File: src/rtl/sd_note_arbiter_if.sv
// Request / SDFeed bundle for sd_note_arbiter.
// master: requesters and SDFeed side. slave: the arbiter.
interface sd_note_arbiter_if #(
   parameter int unsigned NREQ = 4
);
   logic [NREQ-1:0]   req_valid;
   logic [NREQ-1:0]   req_on;
   logic [8*NREQ-1:0] req_id;
   logic [NREQ-1:0]   req_ack;
   logic [7:0]        sd_id;
   logic              sd_note_on;
   logic              sd_note_off;
   logic              sd_completed;
   logic              playing;
   logic [7:0]        active_id;
   logic              busy;
   logic              timeout_err;

   modport master (
      output req_valid, req_on, req_id, sd_completed,
      input  req_ack, sd_id, sd_note_on, sd_note_off, playing, active_id, busy, timeout_err
   );

   modport slave (
      input  req_valid, req_on, req_id, sd_completed,
      output req_ack, sd_id, sd_note_on, sd_note_off, playing, active_id, busy, timeout_err
   );
endinterface

File: src/rtl/sd_note_arbiter.sv
// Round-robin note arbiter and sequencer in front of SDFeed.
// Optional macro SDARB_TIMEOUT_EN adds a WAIT_OFF watchdog (TO_CYCLES) and a
// sticky timeout_err; without it timeout_err is tied 0.
module sd_note_arbiter #(
   parameter int unsigned NREQ      = 4
`ifdef SDARB_TIMEOUT_EN
   ,parameter int unsigned TO_CYCLES = 1_000_000
`endif
) (
   input  logic               clk96m,
   input  logic               rst,
   sd_note_arbiter_if.slave   bus
);
   localparam int unsigned PW = (NREQ > 1) ? $clog2(NREQ) : 1;

   typedef enum logic [2:0] {
      S_IDLE      = 3'd0,
      S_ISSUE_ON  = 3'd1,
      S_PLAY      = 3'd2,
      S_ISSUE_OFF = 3'd3,
      S_WAIT_OFF  = 3'd4
   } state_e;

   state_e            state_q, state_d;
   logic [PW-1:0]     rr_ptr_q, rr_ptr_d;
   logic [NREQ-1:0]   ack_q, ack_d;
   logic [7:0]        sd_id_q, sd_id_d;
   logic [7:0]        active_id_q, active_id_d;
   logic [7:0]        pend_id_q, pend_id_d;
   logic              pend_restart_q, pend_restart_d;
   logic              note_on_q, note_on_d;
   logic              note_off_q, note_off_d;
   logic              playing_q, playing_d;
   logic              busy_q, busy_d;
   logic              timeout_q, timeout_d;

   logic              found_c;
   logic [PW-1:0]     win_c;
   logic              win_on_c;
   logic [7:0]        win_id_c;
   logic              accept_c;
   logic              to_fire_c;

   // Round-robin search upward from rr_ptr, wrapping.
   always_comb begin
      found_c = 1'b0;
      win_c   = '0;
      for (int unsigned o = 0; o < NREQ; o++) begin
         int unsigned idx;
         idx = (32'(rr_ptr_q) + o) % NREQ;
         if (!found_c && bus.req_valid[idx]) begin
            found_c = 1'b1;
            win_c   = PW'(idx);
         end
      end
   end

   assign win_on_c = bus.req_on[win_c];
   assign win_id_c = bus.req_id[{win_c, 3'b000} +: 8];
   // ack_q nonzero marks the cycle after a grant, in which requests are ignored
   assign accept_c = found_c && (ack_q == '0) &&
                     ((state_q == S_IDLE) || ((state_q == S_PLAY) && !bus.sd_completed));

`ifdef SDARB_TIMEOUT_EN
   localparam int unsigned CW = (TO_CYCLES > 1) ? $clog2(TO_CYCLES) : 1;
   logic [CW-1:0] to_cnt_q;

   // Watchdog counter: zero on entry to WAIT_OFF, counts while there.
   always_ff @(posedge clk96m) begin
      if (rst || (state_q != S_WAIT_OFF)) to_cnt_q <= '0;
      else                                to_cnt_q <= to_cnt_q + 1'b1;
   end

   assign to_fire_c = (state_q == S_WAIT_OFF) && !bus.sd_completed &&
                      (to_cnt_q == CW'(TO_CYCLES - 1));
`else
   assign to_fire_c = 1'b0;
`endif

   // State register.
   always_ff @(posedge clk96m) begin
      if (rst) state_q <= S_IDLE;
      else     state_q <= state_d;
   end

   // Next-state logic.
   always_comb begin
      state_d = state_q;
      case (state_q)
         S_IDLE:      if (accept_c && win_on_c) state_d = S_ISSUE_ON;
         S_ISSUE_ON:  state_d = S_PLAY;
         S_PLAY: begin
            if (bus.sd_completed) state_d = S_IDLE;
            else if (accept_c && (win_on_c || (win_id_c == active_id_q))) state_d = S_ISSUE_OFF;
         end
         S_ISSUE_OFF: state_d = S_WAIT_OFF;
         S_WAIT_OFF:  if (bus.sd_completed || to_fire_c)
                         state_d = pend_restart_q ? S_ISSUE_ON : S_IDLE;
         default:     state_d = S_IDLE;
      endcase
   end

   // Output / datapath next values, decoded from the next state so pulses are registered.
   always_comb begin
      ack_d          = '0;
      note_on_d      = 1'b0;
      note_off_d     = 1'b0;
      sd_id_d        = sd_id_q;
      active_id_d    = active_id_q;
      pend_id_d      = pend_id_q;
      pend_restart_d = pend_restart_q;
      rr_ptr_d       = rr_ptr_q;
      playing_d      = playing_q;
      busy_d         = !((state_d == S_IDLE) || (state_d == S_PLAY));
      timeout_d      = timeout_q | to_fire_c;

      if (accept_c) begin
         ack_d          = NREQ'(1) << win_c;
         pend_id_d      = win_id_c;
         pend_restart_d = (state_q == S_PLAY) && win_on_c;
         rr_ptr_d       = (32'(win_c) == NREQ - 1) ? '0 : PW'(win_c + 1'b1);
      end

      if (state_d == S_ISSUE_ON) begin
         note_on_d   = 1'b1;
         sd_id_d     = pend_id_d;
         active_id_d = pend_id_d;
      end
      if (state_d == S_ISSUE_OFF) note_off_d = 1'b1;

      case (state_q)
         S_ISSUE_ON: playing_d = 1'b1;
         S_PLAY:     if (bus.sd_completed) playing_d = 1'b0;
         S_WAIT_OFF: if (bus.sd_completed || to_fire_c) playing_d = 1'b0;
         default:    ;
      endcase
   end

   // Registered outputs and datapath.
   always_ff @(posedge clk96m) begin
      if (rst) begin
         ack_q          <= '0;
         note_on_q      <= 1'b0;
         note_off_q     <= 1'b0;
         sd_id_q        <= '0;
         active_id_q    <= '0;
         pend_id_q      <= '0;
         pend_restart_q <= 1'b0;
         rr_ptr_q       <= '0;
         playing_q      <= 1'b0;
         busy_q         <= 1'b0;
         timeout_q      <= 1'b0;
      end else begin
         ack_q          <= ack_d;
         note_on_q      <= note_on_d;
         note_off_q     <= note_off_d;
         sd_id_q        <= sd_id_d;
         active_id_q    <= active_id_d;
         pend_id_q      <= pend_id_d;
         pend_restart_q <= pend_restart_d;
         rr_ptr_q       <= rr_ptr_d;
         playing_q      <= playing_d;
         busy_q         <= busy_d;
         timeout_q      <= timeout_d;
      end
   end

   assign bus.req_ack     = ack_q;
   assign bus.sd_note_on  = note_on_q;
   assign bus.sd_note_off = note_off_q;
   assign bus.sd_id       = sd_id_q;
   assign bus.active_id   = active_id_q;
   assign bus.playing     = playing_q;
   assign bus.busy        = busy_q;
`ifdef SDARB_TIMEOUT_EN
   assign bus.timeout_err = timeout_q;
`else
   assign bus.timeout_err = 1'b0;
`endif
endmodule

File: src/flat_wrapper.sv
// flat-port wrapper written by rule: the top's interface ports become plain ports
module sd_note_arbiter_flat 
#(
   parameter int unsigned NREQ      = 4

)
  (clk96m, rst, bus_req_valid, bus_req_on, bus_req_id, bus_sd_completed, bus_req_ack, bus_sd_id, bus_sd_note_on, bus_sd_note_off, bus_playing, bus_active_id, bus_busy, bus_timeout_err);
  sd_note_arbiter_if #(.NREQ(NREQ)) bus_i ();
  input  logic clk96m;
  input  logic rst;
  input wire logic [$bits(bus_i.req_valid)-1:0] bus_req_valid;
  input wire logic [$bits(bus_i.req_on)-1:0] bus_req_on;
  input wire logic [$bits(bus_i.req_id)-1:0] bus_req_id;
  input wire logic [$bits(bus_i.sd_completed)-1:0] bus_sd_completed;
  output wire logic [$bits(bus_i.req_ack)-1:0] bus_req_ack;
  output wire logic [$bits(bus_i.sd_id)-1:0] bus_sd_id;
  output wire logic [$bits(bus_i.sd_note_on)-1:0] bus_sd_note_on;
  output wire logic [$bits(bus_i.sd_note_off)-1:0] bus_sd_note_off;
  output wire logic [$bits(bus_i.playing)-1:0] bus_playing;
  output wire logic [$bits(bus_i.active_id)-1:0] bus_active_id;
  output wire logic [$bits(bus_i.busy)-1:0] bus_busy;
  output wire logic [$bits(bus_i.timeout_err)-1:0] bus_timeout_err;
  assign bus_i.req_valid = bus_req_valid;
  assign bus_i.req_on = bus_req_on;
  assign bus_i.req_id = bus_req_id;
  assign bus_i.sd_completed = bus_sd_completed;
  assign bus_req_ack = bus_i.req_ack;
  assign bus_sd_id = bus_i.sd_id;
  assign bus_sd_note_on = bus_i.sd_note_on;
  assign bus_sd_note_off = bus_i.sd_note_off;
  assign bus_playing = bus_i.playing;
  assign bus_active_id = bus_i.active_id;
  assign bus_busy = bus_i.busy;
  assign bus_timeout_err = bus_i.timeout_err;
  sd_note_arbiter #(.NREQ(NREQ)) u_core (.clk96m(clk96m), .rst(rst), .bus(bus_i));
endmodule
File: config.mk
export PLATFORM = sky130hd
export DESIGN_NAME = sd_note_arbiter_flat
export DESIGN_NICKNAME = d
export VERILOG_FILES = /design/src/rtl/sd_note_arbiter_if.sv /design/src/rtl/sd_note_arbiter.sv /design/src/flat_wrapper.sv
export SDC_FILE = /design/constraint.sdc
export NUM_CORES = 1
export LEC_CHECK = 0
export CORE_MARGIN = 1.5
export CORE_UTILIZATION = 45
export DETAILED_ROUTE_END_ITERATION = 6
export PLACE_DENSITY_LB_ADDON = 0.12
export SLEW_MARGIN = 20
export SYNTH_ARGS = -nofsm -noshare
export SYNTH_HDL_FRONTEND = slang
export SYNTH_SLANG_ARGS = --single-unit
File: constraint.sdc
create_clock -name clk96m -period 7.3 [get_ports clk96m]
set_input_delay 1.095 -clock clk96m [delete_from_list [all_inputs] [get_ports clk96m]]
set_output_delay 1.095 -clock clk96m [all_outputs]
set_load 0.01 [all_outputs]
# ---- Word level (Yosys, flattened, before mapping)
# Cells that the tools add are included.
dict set report totals {
  register_bits 30
  in_bits 43
  output_inout_bits 25
}
dict set report op_classes {
  add_sub_neg 4
  order_cmp 5
  eq_ne 10
  n_shift 2
  muxes 30
  bitwise_logic 1
  n_reduce_logical 24
}
# op count
set op_table {}
lappend op_table {{$shiftx A32 B6 Y8} 1}
lappend op_table {{$lt A2 B3 Y1 const B} 5}
lappend op_table {{$pmux W3 S5} 1}
lappend op_table {{$mux W1} 13}
lappend op_table {{$eq A3 B2 Y1 const B} 4}
lappend op_table {{$mux W3} 4}
lappend op_table {{$bmux W1 S2} 5}
lappend op_table {{$mux W2} 5}
lappend op_table {{$logic_and A1 B1 Y1} 9}
lappend op_table {{$eq A8 B8 Y1} 1}
lappend op_table {{$mux W8} 1}
lappend op_table {{$eq A3 B1 Y1 const B} 2}
lappend op_table {{$logic_not A3 Y1} 2}
lappend op_table {{$logic_not A1 Y1} 5}
lappend op_table {{$add A2 B1 Y2 const B} 2}
lappend op_table {{$add A2 B2 Y2 const B} 2}
lappend op_table {{$logic_not A4 Y1} 1}
lappend op_table {{$reduce_or A2 Y1} 2}
lappend op_table {{$shl A1 B2 Y4 const A} 1}
lappend op_table {{$eq A3 B3 Y1 const B} 1}
lappend op_table {{$logic_or A1 B1 Y1} 3}
lappend op_table {{$eq A2 B2 Y1 const B} 1}
lappend op_table {{$ne A2 B1 Y1 const B} 1}
lappend op_table {{$pmux W1 S2} 1}
lappend op_table {{other kinds (3)} 3}

# ---- Longest topological paths before layout
dict set report depth {
  word_depth 22
  depth_mapped 12
  ltp_nobuf 9
}

# ---- Worst setup path before layout
# No wires, ideal clock.
dict set report synth_timing {
  path_kind {input-to-reg}
  startpoint {input port bus_req_valid[0]}
  endpoint {register u_core.sd_id_q[0] (netlist: u_core.bus.sd_id[0])}
  setup_time_ps 79
  t_arrival_ps 3182
  slack_ps 4038
  cell_stages 12
  path_cell_list {nor2b_1 > buf_6 > or4b_4 > buf_6 > and2_4 > clkinv_4 > a211oi_2 > o31a_1 > nor3_4 > buf_6 > nor2_1 > a211oi_2}
}
dict set report synth_via {
  elab_chain_len 20
  elab_cells_between_ends 37
}
# item line_no
set synth_rtl {}
lappend synth_rtl {{from (decl)} flat_wrapper.sv:11} ;# input wire logic [$bits(bus_i.req_valid)-1:0] bus_req_valid;
lappend synth_rtl {{$bmux W1 S2} sd_note_arbiter.sv:51} ;# if (!found_c && bus.req_valid[idx]) begin
lappend synth_rtl {{$mux W1 (not written as such)} sd_note_arbiter.sv:51}
lappend synth_rtl {{$mux W1} sd_note_arbiter.sv:51}
lappend synth_rtl {{$logic_not A1 Y1} sd_note_arbiter.sv:51}
lappend synth_rtl {{$logic_and A1 B1 Y1} sd_note_arbiter.sv:51}
lappend synth_rtl {{$mux W1} sd_note_arbiter.sv:51}
lappend synth_rtl {{$logic_not A1 Y1} sd_note_arbiter.sv:51}
lappend synth_rtl {{$logic_and A1 B1 Y1} sd_note_arbiter.sv:51}
lappend synth_rtl {{[4 not listed]} n/a}
lappend synth_rtl {{net u_core.win_c[0]} sd_note_arbiter.sv:38} ;# logic [PW-1:0] win_c;
lappend synth_rtl {{$shiftx A32 B6 Y8 / $bmux W1 S2 (equally long branches)} {sd_note_arbiter.sv:59, sd_note_arbiter.sv:58}}
lappend synth_rtl {{$eq A8 B8 Y1 / $mux W1 (equally long branches)} {sd_note_arbiter.sv:94, sd_note_arbiter.sv:58}}
lappend synth_rtl {{$logic_or A1 B1 Y1} sd_note_arbiter.sv:94} ;# else if (accept_c && (win_on_c || (win_id_c == active_id_q))) state_d = S_ISSUE_OFF;
lappend synth_rtl {{$logic_and A1 B1 Y1} sd_note_arbiter.sv:94}
lappend synth_rtl {{$mux W3} sd_note_arbiter.sv:94}
lappend synth_rtl {{$mux W3} sd_note_arbiter.sv:93} ;# if (bus.sd_completed) state_d = S_IDLE;
lappend synth_rtl {{$pmux W3 S5} sd_note_arbiter.sv:89} ;# case (state_q)
lappend synth_rtl {{$eq A3 B1 Y1} sd_note_arbiter.sv:124} ;# if (state_d == S_ISSUE_ON) begin
lappend synth_rtl {{to (signal assigned)} sd_note_arbiter.sv:157} ;# sd_id_q <= sd_id_d;
lappend synth_rtl {{to (decl)} sd_note_arbiter.sv:27} ;# logic [7:0] sd_id_q, sd_id_d;
# The timed path passes the listed nets; every way through them passes the cells marked *. The select of a mux whose other input is x is not followed.
# A chain may end at the register's enable or synchronous reset.

# ---- Final worst setup path
dict set report layout_timing {
  startpoint {input port bus_req_valid[2]}
  endpoint {register u_core.busy_q (netlist: u_core.bus.busy)}
}
dict set report layout_via {
  elab_chain_len 22
  elab_cells_between_ends 39
}
# item line_no
set layout_rtl {}
lappend layout_rtl {{$bmux W1 S2} sd_note_arbiter.sv:51}
lappend layout_rtl {{$mux W1 (not written as such)} sd_note_arbiter.sv:51}
lappend layout_rtl {{$mux W1} sd_note_arbiter.sv:51}
lappend layout_rtl {{$logic_not A1 Y1} sd_note_arbiter.sv:51}
lappend layout_rtl {{$logic_and A1 B1 Y1} sd_note_arbiter.sv:51}
lappend layout_rtl {{$mux W1} sd_note_arbiter.sv:51}
lappend layout_rtl {{$logic_not A1 Y1} sd_note_arbiter.sv:51}
lappend layout_rtl {{$logic_and A1 B1 Y1} sd_note_arbiter.sv:51}
lappend layout_rtl {{[6 not listed]} n/a}
lappend layout_rtl {{$logic_or A1 B1 Y1} sd_note_arbiter.sv:94}
lappend layout_rtl {{$logic_and A1 B1 Y1} sd_note_arbiter.sv:94}
lappend layout_rtl {{$mux W3} sd_note_arbiter.sv:94}
lappend layout_rtl {{$mux W3} sd_note_arbiter.sv:93}
lappend layout_rtl {{$pmux W3 S5 (*)} sd_note_arbiter.sv:89}
lappend layout_rtl {{$eq A3 B2 Y1 / $logic_not A3 Y1 (equally long branches)} sd_note_arbiter.sv:114} ;# busy_d = !((state_d == S_IDLE) || (state_d == S_PLAY));
lappend layout_rtl {{$logic_or A1 B1 Y1 (*)} sd_note_arbiter.sv:114}
lappend layout_rtl {{$logic_not A1 Y1 (*)} sd_note_arbiter.sv:114}
lappend layout_rtl {{to (signal assigned)} sd_note_arbiter.sv:163} ;# busy_q <= busy_d;
lappend layout_rtl {{to (decl)} sd_note_arbiter.sv:34} ;# logic busy_q, busy_d;
# Every way passes the cells marked *; elsewhere a longest branch is shown, timed or not. The select of a mux whose other input is x is not followed.

==> results.tsv <==
metric	value	unit
run_status	completed	
n_antenna_cell	0	
end_kind	register	
grt_pass1_wl	8.059	mm
syn_nets	285	
crit_slowest_cell	nor2b_1	
worst_setup_path_start_kind	input port	
worst-slew-pin-transition	1032	ps
syn_to_final_growth	33.57	%
period_needed	4268	ps
ir_drop	0.2040	mV
slew_violations	0	
postRouteWirelength	4.999	mm
ys_ff_latch	30	
arrival	4470	ps
grt_overflow	0	
dieHeight	69.26	um
syn_area_per_cell	8.198	um^2
antenna_found_initial	0	
synth_enable_flop_cells	0	
num-nets-final	327	
rsz0062_at_grt	false	
hpwl	3.598	mm
core	4115	um^2
portBuffers	66	
io_pins	68	
crit_top_cell	inv_1	
ys_types	49	
start_util	48.01	%
power_density	394.8	nW/um^2
leakage	0.9514	nW
clk_path_buf_depth	2	
path_buf_inv	3	
crit_type	input port to register	
syn_inst	241	
cts_sinks	30	
ctsHoldBuffers	0	
synth_flop_cell	dfxtp_1	
via_count	1976	
timing.fmax	0.2343	GHz
dr.pass1.iters	5	
fin_tns_setup	0	ps
required	7500	ps
vias_per_cell	5.916	
rows	23	
setup_viol	0	
hold_viol	0	
routabilityCongestion	0.8419	
synth_seq_area_share	30.40	%
yosysWarnings	0	
synthesis.area	1976	um^2
htreeDepth	2	
post_cts_buffers	0	
dieArea	4797	um^2
cts_resized	0	
maxCapViolCount	0	
wl_per_cell	14.97	um
maxSlewHeadroom	30.97	%
crit_path_max_incr_delay	650	ps
hp-class	register to register	
finClkSkew	3.716	ps
grt_max_degree	32	
ys_async_sr_fraction	0	%
grt_pass1_vias	1722	
cp_max_fo	18	
cts_buffers	5	
clock_tree.root_cell	clkbuf_8	
clk_latency	280	ps
ant_nets	0	
drive_above_1_share	6.690	%
clk_pin_slew	60	ps
cts_tree	done	
drc	0	
die_w	69.26	um
fin_util	64.12	%
initialDrtViolationCount	142	
crit_family	simple AND/OR/NAND/NOR gates	
path_cells	clkdlybuf4s50_1, nor2b_1, a211o_1, nand2_1, inv_1, a211oi_2, o31a_1, nor3_4, inv_1, a221oi_2	
finalCritPeriodShare	58.46	%
grt_usage	20.46	%
-- path summary, 6_finish.rpt --
kind,from,to,slack (ps),depth (start not counted)
max,bus_req_valid[2],u_core.bus.busy$_SDFF_PP0_,3030,10
min,u_core.pend_id_q[4]$_SDFF_PP0_,u_core.pend_id_q[4]$_SDFF_PP0_,490,2
max reg2reg,u_core.rr_ptr_q[1]$_SDFFE_PP0P_,u_core.bus.busy$_SDFF_PP0_,3930,8
min reg2reg,u_core.pend_id_q[4]$_SDFF_PP0_,u_core.pend_id_q[4]$_SDFF_PP0_,490,2
-- kinds of logic (layout without fill, tap and decap cells) --
group | count (synthesis) | after routing | synth area share (%)
fa+ha+maj | 1 | 1 | 0.6332
simple gates | 101 | 101 | 27.93
mux | 9 | 9 | 4.560
compound gates | 53 | 53 | 22.23
xor+xnor | 8 | 8 | 3.547
other cells | 1 | 1 | 0.1898
buf+inv | 38 | 81 | 10.51
flops | 30 | 30 | 30.40
-- worst min-delay path: cells and delay by family, from the launching register on --
kind,cells,cell delay [ps]
muxes,1,70
DFF,1,310
and+or+nand+nor,1,80
-- synthesized netlist by cell type (all sizes together), types with 9 or more instances --
library cell	instances	area, um^2
clkbuf	15	56.30
nor4	13	81.33
nor3b	9	67.56
nand2	13	48.80
nand3	17	85.08
dfxtp	30	600.6
mux2i	9	90.09
nor2	26	97.59
a221oi	9	85.08
buf	17	123.9
a211oi	11	97.60
-- stage by stage --
stage	total power, mW	std cells	area (um^2)	setup slack, ps	hold WS [ps]
after floorplan	0.7410	241	1976	4038	456.4
after global placement	0.8811	326	2526	2724	472.7
after detailed placement	0.8902	326	2526	2606	481.5
after CTS	1.051	334	2636	2886	497.9
after global routing	1.127	334	2639	2712	517.1
final	1.042	334	2639	3032	490.1
-- layout make-up --
class	count	area, um^2
fillers	362	1476
repair buffers	67	668.1
clock buffers	8	110.1
multi-input cells	173	1170
well taps	50	62.56
inverters	6	27.53
flip-flops and latches	30	600.6
-- cells in the final DEF (no fill, tap or decap), types with 2 or more instances in the layout --
cell type	count
nor2b_1	4
nor2_1	25
and3_1	3
a22oi_1	2
xnor2_1	8
a211oi_2	3
and2_1	2
nand2_1	13
o21ai_0	2
o2111ai_1	8
dfxtp_1	30
a221oi_1	8
nand3b_1	2
mux2i_1	9
a32oi_1	8
a21oi_1	2
inv_1	5
nor3b_1	9
a21o_1	2
clkbuf_8	8
a211oi_1	8
clkdlybuf4s50_1	66
nor4b_1	2
nor3_1	3
nor4_1	13
nand3_1	17
-- registers in the layout (all words and copies together), names as in the netlist --
name,flops
u_core.pend_restart_q,1
u_core.rr_ptr_q,2
u_core.bus.busy,1
u_core.bus.playing,1
u_core.state_q,3
u_core.bus.req_ack,4
u_core.bus.sd_note_off,1
u_core.bus.sd_note_on,1
u_core.bus.sd_id,8
u_core.pend_id_q,8
-- power breakdown --
part           internal (mW)  switching [mW]  leakage, nW
clock network         0.0951          0.0610       0.0575
registers              0.223          0.0620        0.247
logic                  0.284           0.317        0.647
total                  0.602           0.439        0.951
-- per-layer routing --
layer  vias up  track usage, %  wire, um
li1        983               -         -
met1       917           27.30      2203
met2        70           32.05      2397
met3         6           6.105       338
met4         0           5.664        59
met5         -               0         0
Power figures use the tool's default switching activity.
